[src/rtl/piano_pkg.sv]
// Shared constants, FSM encoding and ROM word field helpers for the note sequencer.
package piano_pkg;
    localparam int NOTE_W = 6;
    localparam int DUR_W  = 4;
    localparam int ADDR_W = 8;
    localparam int ROM_W  = DUR_W + NOTE_W;

    localparam logic [NOTE_W-1:0] REST_CODE = '0;
    localparam logic [DUR_W-1:0]  END_DUR   = '0;

    typedef enum logic [2:0] {
        S_IDLE,
        S_FETCH,
        S_LOAD,
        S_PLAY,
        S_DONE
    } state_e;

    // ROM word layout is {dur, note}
    function automatic logic [DUR_W-1:0] rom_dur(input logic [ROM_W-1:0] w);
        return w[ROM_W-1 -: DUR_W];
    endfunction

    function automatic logic [NOTE_W-1:0] rom_note(input logic [ROM_W-1:0] w);
        return w[NOTE_W-1:0];
    endfunction
endpackage

[src/rtl/beat_note_sequencer_if.sv]
// Control, song ROM and tone-generator signals of the beat note sequencer.
interface beat_note_sequencer_if;
    import piano_pkg::*;

    logic              beat_tick;
    logic              play;
    logic              pause;
    logic              stop;
    logic              loop_en;
    logic [ADDR_W-1:0] rom_addr;
    logic [ROM_W-1:0]  rom_data;
    logic [NOTE_W-1:0] note_code;
    logic              note_on;
    logic              busy;
    logic              done;

    modport slave (
        input  beat_tick, play, pause, stop, loop_en, rom_data,
        output rom_addr, note_code, note_on, busy, done
    );

    modport master (
        output beat_tick, play, pause, stop, loop_en, rom_data,
        input  rom_addr, note_code, note_on, busy, done
    );
endinterface

[src/rtl/beat_note_sequencer.sv]
// Steps through {dur, note} entries of an external sync song ROM, holding each note
// for dur beat ticks; supports play/pause/stop/loop and reports end of song.
module beat_note_sequencer
    import piano_pkg::*;
(
    input  logic                  clk,
    input  logic                  rst,
    beat_note_sequencer_if.slave  bus
);
    state_e            state_q, state_d;
    logic [ADDR_W-1:0] addr_q, addr_d;
    logic [NOTE_W-1:0] note_q, note_d;
    logic              on_q, on_d;
    logic [DUR_W-1:0]  beats_q, beats_d;
    logic              done_d;
    logic              at_end;
    logic [DUR_W-1:0]  dur;
    logic [NOTE_W-1:0] note;

    assign dur  = rom_dur(bus.rom_data);
    assign note = rom_note(bus.rom_data);

    always_ff @(posedge clk or posedge rst) begin
        if (rst) begin
            state_q <= S_IDLE;
            addr_q  <= '0;
            note_q  <= REST_CODE;
            on_q    <= 1'b0;
            beats_q <= '0;
        end else begin
            state_q <= state_d;
            addr_q  <= addr_d;
            note_q  <= note_d;
            on_q    <= on_d;
            beats_q <= beats_d;
        end
    end

    always_comb begin
        state_d = state_q;
        addr_d  = addr_q;
        note_d  = note_q;
        on_d    = on_q;
        beats_d = beats_q;
        done_d  = 1'b0;
        at_end  = 1'b0;
        if (bus.stop) begin
            state_d = S_IDLE;
            addr_d  = '0;
            note_d  = REST_CODE;
            on_d    = 1'b0;
            beats_d = '0;
        end else if (bus.play) begin
            // current note keeps sounding until the restarted song's first entry loads
            addr_d  = '0;
            state_d = S_FETCH;
        end else begin
            unique case (state_q)
                S_FETCH: state_d = S_LOAD;
                S_LOAD: begin
                    if (dur == END_DUR) begin
                        at_end = 1'b1;
                    end else begin
                        note_d  = note;
                        on_d    = (note != REST_CODE);
                        beats_d = dur;
                        state_d = S_PLAY;
                    end
                end
                S_PLAY: begin
                    if (bus.beat_tick && !bus.pause) begin
                        beats_d = beats_q - 1'b1;
                        if (beats_q == 1) begin
                            if (addr_q == '1) begin
                                at_end = 1'b1;
                            end else begin
                                addr_d  = addr_q + 1'b1;
                                state_d = S_FETCH;
                            end
                        end
                    end
                end
                default: ;
            endcase
            // end marker or top of ROM: loop back or finish silently
            if (at_end) begin
                if (bus.loop_en) begin
                    addr_d  = '0;
                    state_d = S_FETCH;
                end else begin
                    state_d = S_DONE;
                    done_d  = 1'b1;
                    note_d  = REST_CODE;
                    on_d    = 1'b0;
                end
            end
        end
    end

    assign bus.rom_addr  = addr_q;
    assign bus.note_code = note_q;
    assign bus.note_on   = on_q && !(state_q == S_PLAY && bus.pause);
    assign bus.busy      = (state_q == S_FETCH) || (state_q == S_LOAD) || (state_q == S_PLAY);
    assign bus.done      = done_d;
endmodule

[src/flat_wrapper.sv]
// flat-port wrapper written by rule: the top's interface ports become plain ports
module beat_note_sequencer_flat import piano_pkg::*;
  (clk, rst, bus_beat_tick, bus_play, bus_pause, bus_stop, bus_loop_en, bus_rom_data, bus_rom_addr, bus_note_code, bus_note_on, bus_busy, bus_done);
  beat_note_sequencer_if bus_i ();
  input  logic clk;
  input  logic rst;
  input wire logic [$bits(bus_i.beat_tick)-1:0] bus_beat_tick;
  input wire logic [$bits(bus_i.play)-1:0] bus_play;
  input wire logic [$bits(bus_i.pause)-1:0] bus_pause;
  input wire logic [$bits(bus_i.stop)-1:0] bus_stop;
  input wire logic [$bits(bus_i.loop_en)-1:0] bus_loop_en;
  input wire logic [$bits(bus_i.rom_data)-1:0] bus_rom_data;
  output wire logic [$bits(bus_i.rom_addr)-1:0] bus_rom_addr;
  output wire logic [$bits(bus_i.note_code)-1:0] bus_note_code;
  output wire logic [$bits(bus_i.note_on)-1:0] bus_note_on;
  output wire logic [$bits(bus_i.busy)-1:0] bus_busy;
  output wire logic [$bits(bus_i.done)-1:0] bus_done;
  assign bus_i.beat_tick = bus_beat_tick;
  assign bus_i.play = bus_play;
  assign bus_i.pause = bus_pause;
  assign bus_i.stop = bus_stop;
  assign bus_i.loop_en = bus_loop_en;
  assign bus_i.rom_data = bus_rom_data;
  assign bus_rom_addr = bus_i.rom_addr;
  assign bus_note_code = bus_i.note_code;
  assign bus_note_on = bus_i.note_on;
  assign bus_busy = bus_i.busy;
  assign bus_done = bus_i.done;
  beat_note_sequencer u_core (.clk(clk), .rst(rst), .bus(bus_i));
endmodule
[config.mk]
export PLATFORM = sky130hd
export DESIGN_NAME = beat_note_sequencer_flat
export DESIGN_NICKNAME = d
export VERILOG_FILES = /design/src/rtl/piano_pkg.sv /design/src/rtl/beat_note_sequencer_if.sv /design/src/rtl/beat_note_sequencer.sv /design/src/flat_wrapper.sv
export SDC_FILE = /design/constraint.sdc
export NUM_CORES = 1
export LEC_CHECK = 0
export BUFFER_PORTS_ARGS = -buffer_cell sky130_fd_sc_hd__buf_2
export CAP_MARGIN = 20
export CORE_AREA = 10 10 74 58
export DETAILED_ROUTE_END_ITERATION = 16
export DIE_AREA = 0 0 84 68
export PLACE_DENSITY = 0.73
export SLEW_MARGIN = 0
export SYNTH_ARGS = -nofsm -noshare
export SYNTH_HDL_FRONTEND = slang
export SYNTH_SLANG_ARGS = --single-unit
[constraint.sdc]
create_clock -name clk -period 1.9 [get_ports clk]
set_input_delay 0.285 -clock clk [delete_from_list [all_inputs] [get_ports clk]]
set_output_delay 0.285 -clock clk [all_outputs]
set_load 0.005 [all_outputs]
After elaboration in Yosys (flattened, before gate mapping). Cells that the tools add are included.

Flip-flop bits (word level): 22. Input port bits: 17.

$add $sub $neg: 2. Equal/unequal tests: 12. Multiplexer cells: 45. Reduce and logical (&&, ||, !) cells: 13.

Operators with widths (number): $mux 8 (8); $mux 6 (6); $mux 3 (8); $mux 1 (16); $mux 4 (4); $reduce_bool 6->1 (2); $ne 5x3->1 const B (2); $ne 5x5->1 const B (2); $pmux 3 s3 (1); $add 8x1->8 const B (1); $eq 8x8->1 const B (1); $pmux 4 s2 (1); $eq 3x2->1 const B (2); $reduce_and 5->1 (1); $eq 4x1->1 const B (1); $logic_not 4->1 (1); $reduce_and 4->1 (1); $sub 4x1->4 const B (1); $eq 3x1->1 const B (1); $logic_and 1x1->1 (3); $ne 3x2->1 const B (1); $ne 3x3->1 const B (1); $reduce_bool 3->1 (1); $logic_not 1->1 (2); 3 further kinds (4).

Longest topological paths before layout. Gate-level depths: netlist (run 1).

Depth in word-level cells: 10. Depth in mapped cells: 8. Mapped depth without buffers: 7.

Worst setup path after synthesis (run 1). OpenSTA, ideal clock, no wires.

Path kind: register to register. Start point: register u_core.beats_q[1]. End point: register u_core.note_q[0] (netlist: u_core.bus.note_code[0]). Setup time: 121 ps. Arrival time: 1931 ps. Data required time: 1779 ps. Slack: -152 ps. Cell stages (with the launch flop): 9. Path buffers: 1. Clock period less this slack: 2052 ps. Cells stage by stage: dfrtp_1 inv_1 ha_1 or3b_1 or3_1 buf_6 nor4b_4 nor3_2 a22o_1.

Longest elaborated chain between the ends: 9.

RTL lines: from (decl) (line beat_note_sequencer.sv:14) `logic [DUR_W-1:0] beats_q, beats_d;`; from (signal assigned) (line beat_note_sequencer.sv:35) `beats_q <= beats_d;`; $eq 4x1->1 (line beat_note_sequencer.sv:73) `if (beats_q == 1) begin`; $mux 1 (line beat_note_sequencer.sv:73); $mux 1 (line beat_note_sequencer.sv:71) `if (bus.beat_tick && !bus.pause) begin`; $pmux 1 s2 (line beat_note_sequencer.sv:58) `unique case (state_q)`; $mux 1 (line beat_note_sequencer.sv:53) `end else if (bus.play) begin`; $mux 1 (line beat_note_sequencer.sv:47) `if (bus.stop) begin`; $mux 6 (line beat_note_sequencer.sv:86) `if (at_end) begin`; $mux 6 (line beat_note_sequencer.sv:53); $mux 6 (line beat_note_sequencer.sv:47); to (signal assigned) (line beat_note_sequencer.sv:33) `note_q <= note_d;`; to (decl) (line beat_note_sequencer.sv:12) `logic [NOTE_W-1:0] note_q, note_d;`.

Every way passes these cells. The select of a mux whose other input is x is not followed. A chain may end at the register's enable or synchronous reset.

Worst setup path after layout (run 1).
Start point: register u_core.beats_q[1]. End point: output port bus_done.

Longest elaborated chain between the ends: 9.

RTL lines: $eq 4x1->1 (line beat_note_sequencer.sv:73); $mux 1 (line beat_note_sequencer.sv:73); $mux 1 (line beat_note_sequencer.sv:71); $pmux 1 s2 (line beat_note_sequencer.sv:58); $mux 1 (line beat_note_sequencer.sv:53); $mux 1 (line beat_note_sequencer.sv:47); $mux 1 (line beat_note_sequencer.sv:86); $mux 1 (line beat_note_sequencer.sv:53); $mux 1 (line beat_note_sequencer.sv:47); to (decl) (line flat_wrapper.sv:17) `output wire logic [$bits(bus_i.done)-1:0] bus_done;`.

Every way passes these cells. The select of a mux whose other input is x is not followed.

==> results of run 1 <==
## tightest hold or removal path: cells and delay by family
| kind | cells | cell delay (ns) |
|---|---|---|
| buf+inv | 3 | 0.42 |
## final timing paths
path / end / cells after the start
min: u_core.bus.note_code[2] / 3
max reg2reg: u_core.bus.note_code[2] / 8
min in group clk: u_core.bus.note_code[5] / 2
min reg2reg: u_core.bus.note_code[0] / 1
max in group asynchronous: u_core.bus.rom_addr[1] / 3
max: bus_done / 9
## synthesized netlist by cell type, drive strengths merged (3+ instances only)
master  number  area share, %
a21oi        7            2.7
a22o         7            4.7
a31oi        3            1.4
buf          3            1.7
clkbuf       3           0.96
dfrtp       22             42
ha           3            2.9
inv          7            2.0
mux2i        4            3.1
nand2        9            2.6
nand2b       4            1.9
nand3        4            1.5
nor2        17            5.1
nor2b        3            1.4
nor3         8            3.9
nor4         3            1.4
o21ai        9            3.5
xnor2        4            2.7
## repair_timing
action | CTS | global route
endpoints found under the hold margin | 0 | 0
setup buffers | 11 | 8
pin swaps | 5 | 21
endpoints found under the setup margin | 17 | 21
resized for setup | 13 | 32
## cells by family after synthesis
family                   synth area share, %
flip-flops                              42.3
adder cells (fa/ha/maj)                 2.89
AO/OA/AOI/OAI                           17.5
XOR/XNOR                                2.69
AND/OR/NAND/NOR                         26.8
multiplexers                            3.08
buffers and inverters                   4.72
## state kept, by name, summed over array words and instances (netlist names)
| name | count |
|---|---|
| u_core.state_q | 3 |
| u_core.beats_q | 4 |
| u_core.bus.rom_addr | 8 |
| u_core.on_q | 1 |
| u_core.bus.note_code | 6 |
## through the flow
step / instances / power [mW]
after floorplan: 141 / 0.538
after global placement: 228 / 0.584
after detailed placement: 228 / 0.587
after CTS: 243 / 1.03
after global routing: 245 / 1.08
final: 245 / 1.04
## cell type report
type	count	area [µm²]
Fill cell	214	920
Clock inverter	1	30.0
Clock buffer	3	41.3
Tap cell	38	47.5
Timing Repair Buffer	68	458
Inverter	7	26.3
Multi-Input combinational cell	106	862
Sequential cell	22	551
## power by group through the flow
| stage | registers (mW) | logic [mW] | clock network [mW] |
|---|---|---|---|
| 4_1_cts | 0.477 | 0.108 | 0.446 |
| 2_1_floorplan | 0.485 | 0.0528 | 0 |
| 3_5_place_dp | 0.486 | 0.101 | 0 |
| 6_report | 0.477 | 0.125 | 0.440 |
| 3_3_place_gp | 0.486 | 0.0980 | 0 |
| 5_1_grt | 0.478 | 0.137 | 0.466 |
## layer usage
layer  vias up  GRT usage [%]
met4         0           3.96
met3        18           4.39
met5         -              0
met1       668           17.0
met2        77           22.6
li1        636              -
==> results.cfg, run 1 <==
[logic_synthesis]
netlist_instances = 141
ys_types = 41
yosysSeqAreaShare_pct = 42.3
synth-main-ff-cell = dfrtp_1
yosysWarnings = 0
syn-num-nets = 161
syn_area_um2 = 1300
async_flop_share_pct = 100
synth_seq_cells = 22
synth-edff-count = 0
synth_area_per_cell_um2 = 9.22

[routing]
maxUsedRoutingLayer = met4
routedWlPerCell_um = 18.2
wl_met1_mm = 1.88
vias = 1399
dr.pass1.iters = 4
drt_iter0_markers = 178
drt-total-wl_mm = 4.47
ant_nets = 0
vias_per_cell = 5.71
drc = 0
wl_met2_mm = 2.11
met3WireLength_um = 346

[worst_setup_path]
criticalPathCategory = reg -> out
reg2reg_from = u_core.beats_q[1]
critPathArrivalTime_ns = 2.05
cp_cell_sequence = inv_2 -> ha_4 -> or3b_4 -> buf_6 -> nor2_4 -> a21oi_4 -> nor3_2 -> and2_1 -> buf_2
crit_start = u_core.beats_q[1]
path_buf_inv = 3
crit_required_ns = 1.62
r2r_slack_ns = -0.43
slowest_delay_ns = 0.39
cp-start-kind = register
crit_path_end_kind = primary output
crit_family = simple AND/OR/NAND/NOR gates
critPathMaxFanout = 2
crit_slowest_cell = dfrtp_1

[power]
p_seq_share_pct = 45.8
switching_share_pct = 22.4
leakagePower_nw = 0.944
powerDensity_nw_per_um2 = 517
p_int_uw = 808
p_sw_uw = 234
clkPwrFrac_pct = 42.2
combPwrFrac_pct = 12.0
vdd_drop_max_v = 0.000386

[placement]
io_buffers = 33
dpl_cell_area_um2 = 1640
place_ws_ns = -0.218
place.gp.congestion = 0.882
dp_hpwl_mm = 2.70

[sta]
slew_viol_final = 0
fin_hold_ws_ns = 0.0369
rsz0062_at_grt = true
post-route-min-period_ns = 2.34
finalSetupViolations = 18
hold_viol = 0
post-route-period-util_pct = 123
fin_ws_ns = -0.437
timing.fmax_mhz = 428
fin_skew_ns = 0.00453
finalSetupTns_ns = -5.93
worst_pin_slew_ns = 1.09
maxSlewHeadroom_pct = 26.6

[layout]
final_nets = 228
layout_common_cells = 33 x buf_2, 27 x buf_4, 22 x dfrtp_1
final_util_pct = 68.7
fin_area_um2 = 2020
layout_commonest_cell = buf_2
syn2layout_area_growth_pct = 55.1
antenna_cells = 0
drive_gt1_share_pct = 47.3

[cts]
cts.sinks = 22
clock_latency_ns = 0.27
path_clk_slew_ns = 0.08
cts_tree = done
cts_hold_buf = 0
cts.path.max_buffers = 2
h-tree-depth = 1
numCtsBuffers = 3
cts_root_buffer = clkbuf_8

[floorplanning]
io_pins = 34
core.rowCount = 17
core-area_um2 = 2940
dieArea_um2 = 5710
start_util_pct = 44.3
die_w_um = 84
dieHeight_um = 68

[grt]
antenna_found_initial = 0
grt_pass1_vias = 1389
grt_overflow = 0
grt_pass1_wl_mm = 6.47
grt_max_degree = 23
grt_usage_pct = 13.7

[status]
failed_checks = setup timing
outcome = finished, violations left

[hold_path]
worstHoldPathType = in -> async

[run]
cap_violations = 0
No activity file was read; power rests on OpenSTA's default activity.
==> run 2: changes to the inputs <==
- CORE_AREA: 10 10 74 58 -> 10 10 71 55
- DIE_AREA: 0 0 84 68 -> 0 0 81 65
- PLACE_DENSITY: 0.73 -> 0.77
- clock period: 1.9 -> 2.6 ns (I/O delays scaled with it)
==> run 2 against run 1 <==
Compared with the run above:
- the flow now finishes without violations
- hold slack better by 0.24 ns
- clock skew down 0.0016 ns
- final area down 22%
- worst setup slack better by 0.67 ns
- sequential power down 26%
- critical path depth down 1
- total power down 30%
- combinational power down 50%
- routed wire length down 30%
- register-to-register slack better by 0.80 ns
- utilization down 9.5 points
- die area down 7.8%
- critical path type unchanged
==> results.cfg, run 2 (synthesis gave the netlist of run 1 again) <==
[layout]
largest_reg_flops = 8
final_util_pct = 59.2
layout_common_cells = 33 x buf_2, 22 x dfrtp_1, 16 x nor2_1
layout_commonest_cell = buf_2
fin_area_um2 = 1560
antenna_cells = 0
post_layout_nonfiller_instances = 210
final_nets = 195
drive_gt1_share_pct = 27.0
syn2layout_area_growth_pct = 20.3

[cts]
numCtsBuffers = 3
cts_tree = done
cts.path.max_buffers = 2
cts.sinks = 22
clock_latency_ns = 0.26
path_clk_slew_ns = 0.08
cts_hold_buf = 0
cts_root_buffer = clkbuf_8
h-tree-depth = 1

[sta]
finalSetupTns_ns = 0
post-route-min-period_ns = 2.37
slew_viol_final = 0
hold_viol = 0
rsz0062_at_grt = false
post-route-period-util_pct = 91.0
timing.fmax_mhz = 423
maxSlewHeadroom_pct = 45.2
worst_pin_slew_ns = 0.821
finalSetupViolations = 0
fin_skew_ns = 0.00294

[grt]
grt_max_degree = 23
grt_pass1_vias = 1198
grt_usage_pct = 12.6
grt_overflow = 0
antenna_found_initial = 0
grt_pass1_wl_mm = 5.50

[routing]
dr.pass1.iters = 4
wl_met1_mm = 1.48
vias_per_cell = 5.48
ant_nets = 0
drt-total-wl_mm = 3.14
wl_met2_mm = 1.40
vias = 1150
maxUsedRoutingLayer = met4
drc = 0
routedWlPerCell_um = 15.0
drt_iter0_markers = 116
met3WireLength_um = 243

[worst_setup_path]
critPathArrivalTime_ns = 1.98
criticalPathCategory = reg -> out
slowest_delay_ns = 0.40
crit_start = u_core.beats_q[1]
crit_path_end_kind = primary output
crit_family = simple AND/OR/NAND/NOR gates
critPathMaxFanout = 4
crit_slowest_cell = dfrtp_1
path_buf_inv = 2
cp_cell_sequence = inv_1 -> ha_1 -> or3b_1 -> nor2_1 -> a21oi_1 -> nor3_2 -> and2_1 -> buf_2
cp-start-kind = register
reg2reg_from = u_core.beats_q[1]
crit_required_ns = 2.21

[floorplanning]
dieHeight_um = 65
core.rowCount = 16
die_w_um = 81
dieArea_um2 = 5270
core-area_um2 = 2640
start_util_pct = 49.2
io_pins = 34

[placement]
dpl_cell_area_um2 = 1480
dp.cells = 205
dp_hpwl_mm = 2.48
place.gp.congestion = 0.875
io_buffers = 33

[hold_path]
worstHoldPathType = in -> async

[power]
vdd_drop_max_v = 0.000392
powerDensity_nw_per_um2 = 464
power_uw = 726
leakagePower_nw = 0.704

[status]
outcome = finished clean

[run]
cap_violations = 0
[run 2: cell count changes in the layout (fill, tap and decap cells not counted), moves of 3 or more]
cell / change
buf_6: -8
nor3_1: +3
o21ai_1: -3
nor3_4: -5
o21ai_0: +4
buf_4: -26
a21oi_1: +3
[run 2: worst paths after layout]
path / depth (start not counted) / slack [ns] / end
worst max-delay path: 8 / 0.23 / bus_done
worst min-delay path: 2 / 0.28 / u_core.bus.rom_addr[4]
worst max register to register: 7 / 0.37 / u_core.bus.note_code[5]
worst min register to register: 1 / 0.51 / u_core.bus.note_code[2]
max in group asynchronous: 2 / 1.81 / u_core.bus.note_code[2]
min in group clk: 2 / 0.36 / u_core.bus.note_code[4]
[run 2: cell type report]
class | count | area (µm²)
clock buffer | 3 | 41.3
fill | 236 | 1080
clock inverter | 1 | 30.0
tap | 36 | 45.0
timing repair buffer | 35 | 178
multi-input combinational | 106 | 693
inverter | 7 | 26.3
sequential | 22 | 551
[run 2: metrics by stage]
step,setup WS [ns],hold slack (ns)
floorplan,0.548,0.379
global placement,0.460,0.488
detailed placement,0.373,0.489
CTS,0.136,0.313
global route,0.0789,0.356
finish,0.234,0.278
[run 2: metal layers]
metal,global-route usage (%),vias to the layer above
met4,3.45,0
met3,4.82,2
met2,18.8,38
met1,16.5,540
met5,0,-
li1,-,570
[run 2: power breakdown]
part           internal, mW  total [mW]  switching [mW]
Clock                 0.205       0.313           0.108
Sequential            0.346       0.351         0.00512
Combinational        0.0237      0.0622          0.0385
Total                 0.575       0.726           0.151
[run 2: repair_timing]
action | in CTS | in global routing
setup endpoints to repair | 0 | 1
buffers inserted | 0 | 0
gates resized for setup | 0 | 1
hold endpoints to repair | 0 | 0
==> run 3: changes to the inputs <==
- CORE_AREA: 10 10 71 55 -> 2 2 63 47
- DIE_AREA: 0 0 81 65 -> 0 0 65 49
==> run 3 against run 2 <==
Compared with the run above:
- combinational power increased by 1%
- fmax decreased by 1.7%
- die area decreased by 40%
==> results.cfg, run 3 (synthesis gave the netlist of run 1 again) <==
[routing]
routedWlPerCell_um = 13.7
ant_nets = 0
drc = 0
dr.pass1.iters = 4
vias_per_cell = 5.55
vias = 1172
drt_iter0_markers = 33
drt-total-wl_mm = 2.89

[floorplanning]
core-area_um2 = 2620
dieHeight_um = 49
dieArea_um2 = 3190
die_w_um = 65
start_util_pct = 49.6
core.rowCount = 16
io_pins = 34

[worst_setup_path]
critPathMaxFanout = 4
crit_family = simple AND/OR/NAND/NOR gates
crit_path_end_kind = primary output
cp_cell_sequence = inv_1 -> ha_1 -> or3b_1 -> nor2_1 -> a21oi_1 -> nor3_2 -> and2_1 -> buf_2
criticalPathCategory = reg -> out
critPathArrivalTime_ns = 2.02
r2r_end = u_core.on_q
slowest_delay_ns = 0.40
r2r_cells = 7
path_buf_inv = 2
crit_required_ns = 2.21
crit_slowest_cell = dfrtp_1
reg2reg_from = u_core.beats_q[1]
cp-start-kind = register
r2r_slack_ns = 0.35

[cts]
cts_root_buffer = clkbuf_8
clock_latency_ns = 0.26
cts.sinks = 22
cts.path.max_buffers = 2
path_clk_slew_ns = 0.08
cts_hold_buf = 0
numCtsBuffers = 3
h-tree-depth = 1
cts_tree = done

[status]
outcome = finished clean

[power]
vdd_drop_max_v = 0.000238
leakagePower_nw = 0.709
powerDensity_nw_per_um2 = 464

[layout]
drive_gt1_share_pct = 27.4
post_layout_nonfiller_instances = 211
layout_commonest_cell = buf_2
final_nets = 196
n_fill_cell = 241
syn2layout_area_growth_pct = 20.9
antenna_cells = 0
largest_reg_flops = 8
layout_common_cells = 34 x buf_2, 22 x dfrtp_1, 16 x nor2_1

[grt]
grt_pass1_vias = 1141
grt_pass1_wl_mm = 5.26
grt_max_degree = 23
antenna_found_initial = 0
grt_usage_pct = 21.1
grt_overflow = 0

[sta]
finalSetupViolations = 0
finalSetupTns_ns = 0
hold_viol = 0
post-route-min-period_ns = 2.41
fin_skew_ns = 0.00314
timing.fmax_mhz = 415
post-route-period-util_pct = 92.6
worst_pin_slew_ns = 0.795
slew_viol_final = 0
maxSlewHeadroom_pct = 46.9
rsz0062_at_grt = false

[placement]
place.gp.congestion = 0.960
dp.cells = 206
dp_hpwl_mm = 2.25
io_buffers = 33

[run]
cap_violations = 0

[hold_path]
worstHoldPathType = in -> async
## run 3: changes by cell type in the layout (fill, tap and decap cells not counted), sizes merged
cell	before	now
buf	34	36
clkbuf	4	3
## run 3: what timing repair did
action | in CTS | in global routing
setup buffers | 0 | 0
gates resized for setup | 0 | 1
setup endpoints to repair | 0 | 1
## run 3: per-stage QoR
stage / total power [mW] / utilization (%) / cell area, µm² / setup slack, ns / hold slack, ns
CTS: 0.738 / 59.5 / 1560 / 0.114 / 0.304
finish: 0.729 / 59.9 / 1570 / 0.192 / 0.264
global placement: 0.417 / 56.8 / 1490 / 0.450 / 0.486
detailed placement: 0.420 / 56.8 / 1490 / 0.346 / 0.491
floorplan: 0.393 / - / 1300 / 0.548 / 0.379
global route: 0.756 / 59.9 / 1570 / 0.0172 / 0.353
## run 3: final cells by class
cell class	instances	area [µm²]	share of cell area, %
Timing Repair Buffer	36	185	11.8
Tap cell	36	45.0	2.87
Inverter	7	26.3	1.67
Clock buffer	3	41.3	2.63
Sequential cell	22	551	35.0
Multi-Input combinational cell	106	693	44.1
Clock inverter	1	30.0	1.91
## run 3: worst reg2reg max path, cell delays in order (launching register included)
cell	delay (ns)
dfrtp_1	0.40
inv_1	0.09
ha_1	0.15
or3b_1	0.38
or3_1	0.48
nor4b_4	0.27
nor3_2	0.12
a22o_1	0.27
## run 3: routing by layer
metal	global-route usage (%)	part of all wire (%)	vias up
li1	-	-	571
met1	29.4	48	567
met2	33.3	46	30
met3	5.31	4.9	4
met4	4.61	0.87	0
met5	0	0	-
## run 3: worst max path at each step
stage	startpoint	endpoint	slack (ns)	cells past startpoint
3_5_place_dp	u_core.beats_q[1]	u_core.bus.note_code[0]	0.35	7
2_1_floorplan	u_core.beats_q[1]	u_core.bus.note_code[0]	0.55	8
4_1_cts	u_core.beats_q[1]	bus_done	0.11	8
3_3_place_gp	u_core.beats_q[1]	u_core.bus.note_code[1]	0.45	7
5_1_grt	u_core.beats_q[1]	bus_done	0.02	8
6_report	u_core.beats_q[1]	bus_done	0.19	8
## run 3: power by group
group	total [mW]	internal [mW]	switching, mW
clock	0.315	0.206	0.109
combinational	0.0631	0.0244	0.0386
sequential	0.351	0.346	0.00518
total	0.729	0.576	0.153
